==> src/rtl/color_pkg.sv <==
// rtl/color_pkg.sv - shared types and filter codes for the colour sensor scanner
package color_pkg;

   localparam logic [1:0] CS_RED   = 2'b00;
   localparam logic [1:0] CS_BLUE  = 2'b01;
   localparam logic [1:0] CS_CLEAR = 2'b10;
   localparam logic [1:0] CS_GREEN = 2'b11;

   typedef enum logic [1:0] {RED, GREEN, BLUE, CLEAR} channel_t;

   typedef enum logic [1:0] {IDLE, SETTLE, GATE, STORE} state_t;

   function automatic logic [1:0] cs_code(input channel_t ch);
      logic [1:0] code;
      case (ch)
         RED:     code = CS_RED;
         GREEN:   code = CS_GREEN;
         BLUE:    code = CS_BLUE;
         CLEAR:   code = CS_CLEAR;
         default: code = CS_RED;
      endcase
      return code;
   endfunction

   // Scan order is red -> green -> blue -> clear; clear wraps back to red.
   function automatic channel_t next_channel(input channel_t ch);
      channel_t nxt;
      case (ch)
         RED:     nxt = GREEN;
         GREEN:   nxt = BLUE;
         BLUE:    nxt = CLEAR;
         default: nxt = RED;
      endcase
      return nxt;
   endfunction

endpackage

==> src/rtl/color_scan_edge_sync.sv <==
// rtl/color_scan_edge_sync.sv - two-flop synchroniser with rising-edge detect
module edge_sync (
   input  logic clk,
   input  logic reset,
   input  logic d_async,
   output logic rise_pulse
);

   logic meta;
   logic sync;
   logic sync_d;

   always_ff @(posedge clk or negedge reset) begin
      if (!reset) begin
         meta   <= 1'b0;
         sync   <= 1'b0;
         sync_d <= 1'b0;
      end else begin
         meta   <= d_async;
         sync   <= meta;
         sync_d <= sync;
      end
   end

   assign rise_pulse = sync & ~sync_d;

endmodule

==> src/rtl/color_scan.sv <==
// rtl/color_scan.sv - TCS3200 filter sequencer and per-channel frequency meter
module color_scan
   import color_pkg::*;
#(
   parameter int GATE_CYCLES   = 1000000,
   parameter int SETTLE_CYCLES = 10000,
   parameter int CNT_W         = 16
) (
   input  logic             clk,
   input  logic             reset,
   input  logic             FREQ,
   input  logic             enable,
   output logic [1:0]       CS,
   output logic [CNT_W-1:0] red,
   output logic [CNT_W-1:0] green,
   output logic [CNT_W-1:0] blue,
   output logic [CNT_W-1:0] clear,
   output logic             valid,
   output logic             busy
);

   localparam int TMAX = (GATE_CYCLES > SETTLE_CYCLES) ? GATE_CYCLES : SETTLE_CYCLES;
   localparam int TW   = $clog2(TMAX + 1);
   localparam logic [TW-1:0]    SETTLE_LAST = TW'(SETTLE_CYCLES - 1);
   localparam logic [TW-1:0]    GATE_LAST   = TW'(GATE_CYCLES - 1);
   localparam logic [CNT_W-1:0] CNT_MAX     = '1;

   state_t           state;
   state_t           state_nxt;
   channel_t         channel;
   logic [TW-1:0]    timer;
   logic [CNT_W-1:0] edge_cnt;
   logic [CNT_W-1:0] shadow_red;
   logic [CNT_W-1:0] shadow_green;
   logic [CNT_W-1:0] shadow_blue;
   logic             rise;

   edge_sync u_freq_sync (
      .clk        (clk),
      .reset      (reset),
      .d_async    (FREQ),
      .rise_pulse (rise)
   );

   always_ff @(posedge clk or negedge reset) begin
      if (!reset) begin
         state <= IDLE;
      end else begin
         state <= state_nxt;
      end
   end

   // A clear-STORE always completes its publish, so STORE ignores enable except to pick the successor.
   always_comb begin
      state_nxt = state;
      case (state)
         IDLE: begin
            if (enable) state_nxt = SETTLE;
         end
         SETTLE: begin
            if (!enable)                 state_nxt = IDLE;
            else if (timer == SETTLE_LAST) state_nxt = GATE;
         end
         GATE: begin
            if (!enable)               state_nxt = IDLE;
            else if (timer == GATE_LAST) state_nxt = STORE;
         end
         STORE: begin
            state_nxt = enable ? SETTLE : IDLE;
         end
         default: state_nxt = IDLE;
      endcase
   end

   always_comb begin
      busy = (state != IDLE);
      CS   = (state == IDLE) ? CS_RED : cs_code(channel);
   end

   // Channel only moves on SETTLE entry so the filter lines change exactly once per window.
   always_ff @(posedge clk or negedge reset) begin
      if (!reset) begin
         channel <= RED;
      end else if (state_nxt == SETTLE && state != SETTLE) begin
         if (state == STORE && channel != CLEAR) channel <= next_channel(channel);
         else                                    channel <= RED;
      end
   end

   always_ff @(posedge clk or negedge reset) begin
      if (!reset) begin
         timer <= '0;
      end else if (state_nxt != state) begin
         timer <= '0;
      end else if (state != IDLE) begin
         timer <= timer + TW'(1);
      end
   end

   // First GATE cycle clears the count, which also discards any edge seen on that cycle.
   always_ff @(posedge clk or negedge reset) begin
      if (!reset) begin
         edge_cnt <= '0;
      end else if (state == IDLE) begin
         edge_cnt <= '0;
      end else if (state == GATE) begin
         if (timer == '0)                        edge_cnt <= '0;
         else if (rise && edge_cnt != CNT_MAX)   edge_cnt <= edge_cnt + CNT_W'(1);
      end
   end

   always_ff @(posedge clk or negedge reset) begin
      if (!reset) begin
         shadow_red   <= '0;
         shadow_green <= '0;
         shadow_blue  <= '0;
      end else if (state == IDLE) begin
         shadow_red   <= '0;
         shadow_green <= '0;
         shadow_blue  <= '0;
      end else if (state == STORE) begin
         case (channel)
            RED:     shadow_red   <= edge_cnt;
            GREEN:   shadow_green <= edge_cnt;
            BLUE:    shadow_blue  <= edge_cnt;
            default: ;
         endcase
      end
   end

   // Clear's count goes straight to its output alongside the three colour shadows.
   always_ff @(posedge clk or negedge reset) begin
      if (!reset) begin
         red   <= '0;
         green <= '0;
         blue  <= '0;
         clear <= '0;
         valid <= 1'b0;
      end else begin
         valid <= 1'b0;
         if (state == STORE && channel == CLEAR) begin
            red   <= shadow_red;
            green <= shadow_green;
            blue  <= shadow_blue;
            clear <= edge_cnt;
            valid <= 1'b1;
         end
      end
   end

endmodule

==> config.mk <==
export PLATFORM = sky130hd
export DESIGN_NAME = color_scan
export DESIGN_NICKNAME = d
export VERILOG_FILES = /design/src/rtl/color_pkg.sv /design/src/rtl/color_scan_edge_sync.sv /design/src/rtl/color_scan.sv
export SDC_FILE = /design/constraint.sdc
export NUM_CORES = 1
export LEC_CHECK = 0
export CORE_ASPECT_RATIO = 1.25
export CORE_MARGIN = 1
export CORE_UTILIZATION = 30
export DETAILED_ROUTE_END_ITERATION = 8
export GPL_TIMING_DRIVEN = 0
export PLACE_DENSITY_LB_ADDON = 0.2
export SYNTH_ARGS = -nofsm -noshare
export SYNTH_HDL_FRONTEND = slang
export SYNTH_SLANG_ARGS = --single-unit
==> constraint.sdc <==
create_clock -name clk -period 2.7 [get_ports clk]
set_input_delay 0.27 -clock clk [delete_from_list [all_inputs] [get_ports clk]]
set_output_delay 0.27 -clock clk [all_outputs]
set_load 0.01 [all_outputs]
==> results_dict.tcl <==
set metrics [dict create \
    status "finished, final reports clean" \
    drtIter0Drc 216 \
    numPortBuffers 71 \
    grt_max_degree 99 \
    avgSynthCellArea_um2 11.6 \
    slew_headroom_pct 35.2 \
    io_pins 72 \
    antenna_found_initial 0 \
    synth_common_cells "dfrtp_1, nand2_1, mux2_2" \
    totalWireLength_um 15900 \
    netlist_area_mm2 0.00673 \
    critPathArrivalTime_ps 2880 \
    max_stage_delay_ps 440 \
    clock.fmax_mhz 393 \
    clock_path_buffers 2 \
    final-setup-viol-count 0 \
    ys_seq_elements 156 \
    cts_tree "built" \
    wire_per_inst_um 16.5 \
    cts_made_buffers 17 \
    startpoint_type "flop" \
    clock_skew_ps 7.41 \
    synth-edff-count 0 \
    clk_latency_ps 420 \
    postSynthCellCount 582 \
    holdWs_ps 283 \
    p_per_area_mw_per_mm2 679 \
    die_h_um 169 \
    fp.coreArea_mm2 0.0218 \
    die-area_mm2 0.0230 \
    ys_top_cells_by_area "dfrtp_1, mux2_2, nand2_1" \
    post_drt_via_cell_ratio 4.84 \
    drt_first_pass_iters 5 \
    clk_pin_slew_worst_paths_ps 60 \
    synth.most_common_cell "dfrtp_1" \
    multi_input_area_mm2 0.00271 \
    path_cells "inv_1, ha_2, nand4b_1, nor4_4, a21oi_2, o311a_1, a21o_1, buf_6, nor3_2" \
    area_delta_synth_final_pct 25.7 \
    worstPathRequired_ps 3040 \
    nets 687 \
    path_buf_inv 2 \
    worst_pin_slew_ps 964 \
    root_buffer "clkbuf_16" \
    finish.utilization_pct 38.9 \
    fp.dieW_um 136 \
    ir_drop_v 0.000440 \
    worst_path_max_delay_cell "dfrtp_2" \
    insertedDiodeCount 0 \
    fin_crit_sh_pct 94.1 \
    tns_ps 0 \
    power.total_w 0.00575 \
    gp_congestion 0.830 \
    via_count 4665 \
    rsz0062_at_grt "false" \
    path_class "reg -> reg" \
    p_leak_nw 3.80 \
    synth_top_cell_area_share_pct 58.0 \
    n_fill_cell 2172 \
    ys.flop_type "dfrtp_1" \
    dpl.hpwl_um 11400 \
    hold_viol 0 \
    path_delay_family "simple AND/OR/NAND/NOR gates" \
    async_reset_ff_share_pct 100 \
    yosysTopAreaCell "dfrtp_1" \
    grt-ovfl-total 0 \
    ys_warn_count 0 \
    timing.final.crit_period_ps 2540 \
    grt_use_total_pct 14.8 \
    ys_seq_area_share_pct 58.0 \
    grt_pass1_wl_um 25900 \
    ant_nets 0 \
    cts.sink_count 156 \
    htreeDepth 4 \
    drive_gt1_share_pct 20.3 \
    initial_core_util_pct 30.9 \
    drv_slew 0 \
    syn-num-nets 597 \
    rows 60 \
    cp_max_fo 10 \
    seqCellArea_mm2 0.00391 \
    max_cap_viol_count 0 \
    hold_class "in -> reg" \
    yosys.cell_types.count 51 \
    end_kind "flop" \
    grt_pass1_vias 4812 \
    drt_drc_violations_left 0 \
]
metal layers:
layer / global-route usage (%) / part of all wire [%]
met1: 18.2 / 44
met2: 24.8 / 50
met3: 3.70 / 4.1
met4: 5.70 / 2.3
met5: 0 / 0
cell families after synthesis:
group	count (synthesis)	share of synthesized area [%]
XOR/XNOR	28	3.64
buffers and inverters	40	2.49
AND/OR/NAND/NOR	189	15.0
flip-flops	156	58.0
adder cells (fa/ha/maj)	11	2.04
multiplexers	66	11.0
AO/OA/AOI/OAI	92	7.86
area by class of cell:
class / count / share of cell area [%]
Sequential cell: 156 / 46.1
Multi-Input combinational cell: 386 / 32.0
Timing Repair Buffer: 73 / 8.85
Clock buffer: 17 / 5.03
Tap cell: 279 / 4.12
Clock inverter: 14 / 1.91
Buffer: 26 / 1.45
Inverter: 12 / 0.532
power by group:
group	switching, W	internal, W	total [W]	leakage, nW
Combinational	0.000707	0.000251	0.000958	1.34
Sequential	0.0000390	0.00237	0.00240	2.17
Clock	0.00101	0.00138	0.00239	0.288
Total	0.00175	0.00399	0.00575	3.80
registers in the layout, summed over array words and instances (netlist names), 2 cells and up:
signal,count
shadow_blue,16
blue,16
channel,2
timer,20
state,2
shadow_red,16
clear,16
green,16
shadow_green,16
red,16
edge_cnt,16
per-stage QoR:
stage          cells  cell area [µm²]  setup slack (ps)
6_report         963             8470               159
5_1_grt          963             8470              1.45
3_3_place_gp     932             7790             -4790
2_1_floorplan    582             6730               380
4_1_cts          965             8440              29.4
3_5_place_dp     933             7820              -132
worst paths after layout:
path / startpoint / to / slack [ps] / cells past startpoint
setup / recovery: state[0] / timer[12] / 160 / 9
hold / removal: FREQ / u_freq_sync.meta / 280 / 1
setup reg to reg: state[0] / timer[12] / 160 / 9
hold reg to reg: u_freq_sync.meta / u_freq_sync.sync / 350 / 0
max in group asynchronous: reset / clear[14] / 1420 / 3
min in group asynchronous: reset / blue[6] / 390 / 2
what timing repair did:
action	CTS	global route
pin swaps	0	0
gates resized for setup	11	5
buffers inserted	0	0
setup endpoints to repair	24	25
hold endpoints to repair	58	0
hold buffers	1	0
layout by cell type, fill, tap and decap left out, drive strengths merged, types with 11 or more instances in the layout:
cell type      count
nand4             11
ha                11
xor2              19
o21ai             59
clkdlybuf4s50     70
inv               17
dfrtp            156
clkbuf            38
mux2              64
nand3             12
nor3              29
nand2             89
nor2              19
a21oi             11
(Power assumes the default switching activity.)
